File: src/rtl/frame_snap_ctrl.sv
// rtl/frame_snap_ctrl.sv - frame-aligned SD sector write sequencer with slot ring
// Turns a key press into a burst of sector writes per frame, in single-shot or continuous mode.
module frame_snap_ctrl #(
  parameter int          H_PIXEL      = 1280,
  parameter int          V_PIXEL      = 720,
  parameter int          PIX_BYTES    = 2,
  parameter int          SECTOR_BYTES = 512,
  parameter logic [31:0] BASE_SECTOR  = 32'd16000,
  parameter int          SLOT_NUM     = 4,
  parameter int          BUSY_TIMEOUT = 1000,
  localparam int         SLOT_W       = (SLOT_NUM > 1) ? $clog2(SLOT_NUM) : 1
) (
  input  logic              sys_clk,
  input  logic              sys_rst_n,
  input  logic              key_flag,
  input  logic              mode,
  input  logic              sd_init_end,
  input  logic              sof,
  input  logic              wr_busy,
  output logic              wr_en,
  output logic [31:0]       wr_addr,
  output logic              frame,
  output logic [SLOT_W-1:0] slot_idx,
  output logic              cap_done,
  output logic              err,
  output logic              busy
);

  localparam int          SPF   = (H_PIXEL * V_PIXEL * PIX_BYTES + SECTOR_BYTES - 1) / SECTOR_BYTES;
  localparam logic [31:0] SPF32 = 32'(SPF);
  localparam int          TO_W  = $clog2(BUSY_TIMEOUT + 1);
  localparam logic [TO_W-1:0]   TO_MAX   = TO_W'(BUSY_TIMEOUT - 1);
  localparam logic [SLOT_W-1:0] SLOT_MAX = SLOT_W'(SLOT_NUM - 1);

  typedef enum logic [2:0] {
    S_IDLE,
    S_ARM,
    S_WR_REQ,
    S_WAIT_HI,
    S_WAIT_LO,
    S_NEXT,
    S_DONE
  } state_t;

  state_t            r_state;
  state_t            w_state_nxt;
  logic              r_wr_en;
  logic [31:0]       r_wr_addr;
  logic              r_frame;
  logic [SLOT_W-1:0] r_slot_idx;
  logic              r_cap_done;
  logic              r_err;
  logic              r_busy;
  logic              r_mode;
  logic              r_stop_req;
  logic [31:0]       r_sec_cnt;
  logic [TO_W-1:0]   r_to_cnt;
  logic [31:0]       w_sec_nxt;
  logic [31:0]       w_addr_nxt;
  logic              w_timeout;
  logic              w_in_write;
  logic              w_nxt_write;

  always_comb begin
    w_state_nxt = r_state;
    case (r_state)
      S_IDLE:    if (key_flag && sd_init_end) w_state_nxt = S_ARM;
      // cancel takes priority over a coincident start of frame
      S_ARM:     if (key_flag) w_state_nxt = S_IDLE;
                 else if (sof) w_state_nxt = S_WR_REQ;
      S_WR_REQ:  w_state_nxt = S_WAIT_HI;
      S_WAIT_HI: if (wr_busy) w_state_nxt = S_WAIT_LO;
                 else if (r_to_cnt == TO_MAX) w_state_nxt = S_IDLE;
      S_WAIT_LO: if (!wr_busy) w_state_nxt = S_NEXT;
      S_NEXT:    w_state_nxt = (r_sec_cnt == SPF32 - 32'd1) ? S_DONE : S_WR_REQ;
      S_DONE:    w_state_nxt = (r_mode && !r_stop_req && !key_flag) ? S_ARM : S_IDLE;
      default:   w_state_nxt = S_IDLE;
    endcase
  end

  assign w_sec_nxt   = (r_state == S_NEXT) ? r_sec_cnt + 32'd1 : 32'd0;
  assign w_addr_nxt  = BASE_SECTOR + 32'(r_slot_idx) * SPF32 + w_sec_nxt;
  assign w_timeout   = (r_state == S_WAIT_HI) && !wr_busy && (r_to_cnt == TO_MAX);
  assign w_in_write  = (r_state == S_WR_REQ) || (r_state == S_WAIT_HI) ||
                       (r_state == S_WAIT_LO) || (r_state == S_NEXT) || (r_state == S_DONE);
  assign w_nxt_write = (w_state_nxt == S_WR_REQ) || (w_state_nxt == S_WAIT_HI) ||
                       (w_state_nxt == S_WAIT_LO) || (w_state_nxt == S_NEXT) ||
                       (w_state_nxt == S_DONE);

  always_ff @(posedge sys_clk or negedge sys_rst_n) begin
    if (!sys_rst_n) begin
      r_state    <= S_IDLE;
      r_wr_en    <= 1'b0;
      r_wr_addr  <= 32'd0;
      r_frame    <= 1'b0;
      r_slot_idx <= '0;
      r_cap_done <= 1'b0;
      r_err      <= 1'b0;
      r_busy     <= 1'b0;
      r_mode     <= 1'b0;
      r_stop_req <= 1'b0;
      r_sec_cnt  <= 32'd0;
      r_to_cnt   <= '0;
    end else begin
      r_state    <= w_state_nxt;
      r_wr_en    <= (w_state_nxt == S_WR_REQ);
      r_frame    <= w_nxt_write;
      r_cap_done <= (w_state_nxt == S_DONE);
      r_busy     <= (w_state_nxt != S_IDLE);
      r_to_cnt   <= (r_state == S_WAIT_HI) ? r_to_cnt + TO_W'(1) : '0;
      if (w_state_nxt == S_WR_REQ) begin
        r_wr_addr <= w_addr_nxt;
        r_sec_cnt <= w_sec_nxt;
      end
      if (r_state == S_IDLE && w_state_nxt == S_ARM) begin
        r_mode <= mode;
        r_err  <= 1'b0;
      end
      if (w_timeout)
        r_err <= 1'b1;
      // a stop request lets the frame in flight finish; clearing on IDLE wins
      if (w_in_write && key_flag && r_mode)
        r_stop_req <= 1'b1;
      if (w_state_nxt == S_IDLE)
        r_stop_req <= 1'b0;
      if (r_state == S_DONE)
        r_slot_idx <= (r_slot_idx == SLOT_MAX) ? '0 : r_slot_idx + SLOT_W'(1);
    end
  end

  assign wr_en    = r_wr_en;
  assign wr_addr  = r_wr_addr;
  assign frame    = r_frame;
  assign slot_idx = r_slot_idx;
  assign cap_done = r_cap_done;
  assign err      = r_err;
  assign busy     = r_busy;

endmodule

File: config.mk
export PLATFORM = sky130hd
export DESIGN_NAME = frame_snap_ctrl
export DESIGN_NICKNAME = d
export VERILOG_FILES = /design/src/rtl/frame_snap_ctrl.sv
export SDC_FILE = /design/constraint.sdc
export NUM_CORES = 1
export LEC_CHECK = 0
export CORE_MARGIN = 3
export CORE_UTILIZATION = 40
export CTS_CLUSTER_DIAMETER = 60
export CTS_CLUSTER_SIZE = 8
export DETAILED_ROUTE_END_ITERATION = 7
export HOLD_SLACK_MARGIN = 0.03
export PLACE_DENSITY_LB_ADDON = 0.12
export SYNTH_ARGS = -nofsm -noshare
export SYNTH_HDL_FRONTEND = slang
export SYNTH_SLANG_ARGS = --single-unit
File: constraint.sdc
create_clock -name sys_clk -period 4.2 [get_ports sys_clk]
set_input_delay 0.63 -clock sys_clk [delete_from_list [all_inputs] [get_ports sys_clk]]
set_output_delay 0.63 -clock sys_clk [all_outputs]
set_load 0.02 [all_outputs]
==> Implementation_results.wiki <==
{| class="wikitable"
! Metric !! Value
|-
| Run status || finished, final reports clean
|-
| Number of H-tree levels || 3
|-
| Synth area leaders || sky130_fd_sc_hd__dfrtp_1 42%, sky130_fd_sc_hd__ha_1 5.6%, sky130_fd_sc_hd__nand2_1 4.2%
|-
| Critical Path Fanout Max || 10
|-
| DR vias || 3,852
|-
| Starting Density || 0.420
|-
| Gpl congestion || 0.889
|-
| Type of the tightest min-delay check || in -> async
|-
| Worst reg-to-reg path cell count || 13
|-
| Fraction of post-synthesis cell area in the top cell type by area || 0.416
|-
| Final worst path period need || 3920 ps
|-
| Number of nets at the end of the flow || 596
|-
| Post-CTS repair timing setup buffer count || 0
|-
| Cell family contributing the most delay on the critical path || simple AND/OR/NAND/NOR gates
|-
| Total number of placement rows || 39
|-
| Cells after Synth || 528
|-
| Crit path capture type || flip-flop
|-
| Number of CTS-inserted buffers || 9
|-
| Final Slew Violations || 0
|-
| Global-route congestion overflow total || 0
|-
| Top routing layer in use || met4
|-
| Post-DR wirelength/cell || 15.3 um
|-
| WL met2 || 5110 um
|-
| Post-CTS clock slew at the launch and capture registers of the worst setup and hold paths || 70 ps
|-
| First-pass detailed-route iteration total || 4
|-
| Count of endpoints failing setup in the final report || 0
|-
| Horizontal extent of the die || 117 um
|-
| Worst path slowest cell || sky130_fd_sc_hd__or3_1
|-
| Maximum single-stage delay on the critical path || 530 ps
|-
| Aggregate negative setup slack || 0 ps
|-
| Number of enable-type register cells in the synthesized netlist || 0
|-
| Critical path data arrival time || 4130 ps
|-
| RSZ-0062 raised after global routing || no
|-
| Source-to-sink clock delay at the later pin of the worst-skew pair || 350 ps
|-
| Fraction of the yosys area taken by sequential cells || 0.416
|-
| Count of antenna-violating nets left after detailed routing || 0
|-
| Power per unit of standard cell area || 544 nW/um^2
|-
| Count of maximum capacitance violations || 0
|-
| Bufs and invs on worst path || 1
|-
| Initial drt markers || 221
|-
| Critical Path, Cell by Cell || nand4_4 -> or3_1 -> xnor2_1 -> nand2_1 -> ha_1 -> inv_1 -> ha_1 -> nor3b_1 -> o31ai_1 -> a211o_2 -> a2111oi_4 -> nand4_1 -> mux2i_1
|-
| Most frequently used flop master after synthesis || sky130_fd_sc_hd__dfrtp_1
|-
| Post-route worst hold slack || 455 ps
|-
| Total I/O pin count || 46
|-
| Met1 Routed Length || 5620 um
|-
| Number of I/O port buffers || 45
|-
| Share of final-layout standard cells stronger than drive strength 1 || 0.0858
|-
| Worst IR Drop VDD || 0.285 mV
|-
| Layout overhead on the synthesized area || 17.4%
|-
| Total design power || 3.15 mW
|-
| Crit. path cell count || 13
|-
| Final period util || 0.933
|-
| Global-route wire length before repair || 18,900 um
|-
| TritonCTS Sinks || 82
|-
| Root buffer selected by CTS || sky130_fd_sc_hd__clkbuf_16
|-
| Crit path required time || 4420 ps
|-
| Final routed DRC violation total || 0
|-
| Total of hold buffers inserted after clock tree synthesis || 0
|-
| Total inserted antenna cells || 0
|-
| CTS tree || yes
|-
| Nets in the synthesized netlist || 558
|-
| Register-to-Register Setup Slack || 280 ps
|-
| Pin count of the biggest net entering global routing || 83
|-
| Total standard cell area after synthesis || 4940 um^2
|-
| Leak || 2.64 nW
|-
| FF+latch area || 2050 um^2
|-
| Post-DP HPWL || 8010 um
|-
| Final Cell Area || 5800 um^2
|-
| Die extent in y || 117 um
|-
| Floorplan die area || 13,700 um^2
|-
| Placed inst area || 5490 um^2
|-
| Global-route usage over all layers || 0.178
|-
| Largest area contributor in the synthesized netlist || sky130_fd_sc_hd__dfrtp_1
|-
| Slew headroom || 0.305
|-
| Hold Fails Final Rpt || 0
|-
| Final wirelength || 11,200 um
|-
| Sort of element at the start of the critical path || flip-flop
|-
| Number of resized instances in the post-cts repair step || 0
|-
| Yosys warns || 0
|-
| Via count of the first global-routing pass || 3,745
|-
| Avg Cell Area, Syn || 9.35 um^2
|-
| Post-synth ARST share || 1.00
|-
| Area used by multi-input combinational logic || 2630 um^2
|-
| Sum of met3 wire segment lengths after detailed routing || 374 um
|-
| Register bit count reported by yosys || 82
|-
| Setup Skew || 8.11 ps
|-
| Achievable clock frequency || 255 MHz
|-
| Area of the core region || 11,800 um^2
|-
| Clk buf depth || 2
|-
| Initial antenna violation count || 0
|-
| Number of vias per cell || 5.24
|-
| Worst-Margin Slew || 1040 ps
|-
| Most prevalent standard cell on the critical path || sky130_fd_sc_hd__ha_1
|-
| Layout fillers || 1,122
|-
| Number of different library cells in the post-synthesis netlist || 62
|-
| Worst setup path category || reg -> reg
|}
-- report_power, final --
group          internal [mW]  switching, mW
clock network          0.464          0.339
logic                  0.547          0.666
registers              0.961          0.174
total                   1.97           1.18
-- cell type report --
| class | count | area share |
|---|---|---|
| clock buffer | 9 | 0.0389 |
| clock inverter | 7 | 0.0136 |
| inverter | 28 | 0.0181 |
| multi-input combinational | 393 | 0.454 |
| sequential | 82 | 0.354 |
| tap | 164 | 0.0354 |
| timing repair buffer | 52 | 0.0864 |
-- routing by layer --
layer / GRT usage / vias up
li1: - / 1940
met1: 0.244 / 1838
met2: 0.275 / 62
met3: 0.0540 / 12
met4: 0.0520 / 0
met5: 0 / -
-- metrics by stage --
stage,cells,setup slack [ps],util
floorplan,528,499,-
global placement,719,448,0.467
detailed placement,719,316,0.467
CTS,735,302,0.493
global route,735,2.65,0.493
finish,735,283,0.493
-- final timing paths --
| check | startpoint | end |
|---|---|---|
| setup / recovery | r_sec_cnt[4]$_DFFE_PN0P_ | wr_addr[31]$_DFFE_PN0P_ |
| hold / removal | sys_rst_n | r_to_cnt[7]$_DFF_PN0_ |
| setup reg to reg | r_sec_cnt[4]$_DFFE_PN0P_ | wr_addr[31]$_DFFE_PN0P_ |
| hold reg to reg | r_to_cnt[0]$_DFF_PN0_ | r_to_cnt[0]$_DFF_PN0_ |
| max in group asynchronous | sys_rst_n | wr_addr[13]$_DFFE_PN0P_ |
| min in group sys_clk | r_to_cnt[0]$_DFF_PN0_ | r_to_cnt[0]$_DFF_PN0_ |
-- registers in the layout, indices dropped and copies added (netlist names) --
| name | flops |
|---|---|
| wr_addr | 32 |
| r_sec_cnt | 28 |
| r_to_cnt | 10 |
| r_state | 3 |
| slot_idx | 2 |
| busy | 1 |
| cap_done | 1 |
| err | 1 |
| frame | 1 |
| r_mode | 1 |
| r_stop_req | 1 |
| wr_en | 1 |
-- cells in the mapped netlist (3+ instances only) --
cell type / number
sky130_fd_sc_hd__a21oi_1: 29
sky130_fd_sc_hd__dfrtp_1: 82
sky130_fd_sc_hd__a31oi_1: 4
sky130_fd_sc_hd__a221oi_1: 3
sky130_fd_sc_hd__xor2_1: 17
sky130_fd_sc_hd__or4_1: 3
sky130_fd_sc_hd__nor4_1: 10
sky130_fd_sc_hd__ha_1: 22
sky130_fd_sc_hd__nand4_1: 9
sky130_fd_sc_hd__nor3b_1: 3
sky130_fd_sc_hd__or3_1: 7
sky130_fd_sc_hd__mux2_2: 4
sky130_fd_sc_hd__and3_1: 11
sky130_fd_sc_hd__nor3_1: 10
sky130_fd_sc_hd__nand3_1: 25
sky130_fd_sc_hd__and2_1: 7
sky130_fd_sc_hd__buf_4: 5
sky130_fd_sc_hd__or2_2: 6
sky130_fd_sc_hd__a211oi_1: 4
sky130_fd_sc_hd__nand2b_1: 5
sky130_fd_sc_hd__xnor2_1: 22
sky130_fd_sc_hd__mux2i_1: 7
sky130_fd_sc_hd__nor4b_1: 3
sky130_fd_sc_hd__clkbuf_1: 14
sky130_fd_sc_hd__inv_1: 27
sky130_fd_sc_hd__o21ai_0: 29
sky130_fd_sc_hd__nor2_1: 37
sky130_fd_sc_hd__nand2_1: 55
sky130_fd_sc_hd__a21o_1: 18
sky130_fd_sc_hd__o31ai_1: 6
sky130_fd_sc_hd__buf_6: 5
-- logic make-up after synthesis --
logic type	share of synthesized area
buf+inv	0.0520
compound gates	0.151
simple gates	0.224
fa+ha+maj	0.0598
xor+xnor	0.0692
flops	0.416
mux	0.0279
-- cell usage in the layout, fill, tap and decap left out, drive strengths merged, types with 6 or more instances in the layout --
cell and count:
inv 28, clkbuf 9, nor4 10, or3 9
xnor2 22, or2 6, ha 22, and2 7
nand2 55, nor2 37, mux2i 8, nand4 10
a21o 19, a21oi 30, o21ai 29, dfrtp 82
xor2 17, clkdlybuf4s50 44, nand3 25, buf 8
and3 11, o31ai 6, nor3 10
Note: power is estimated with default switching activity, not from simulation.
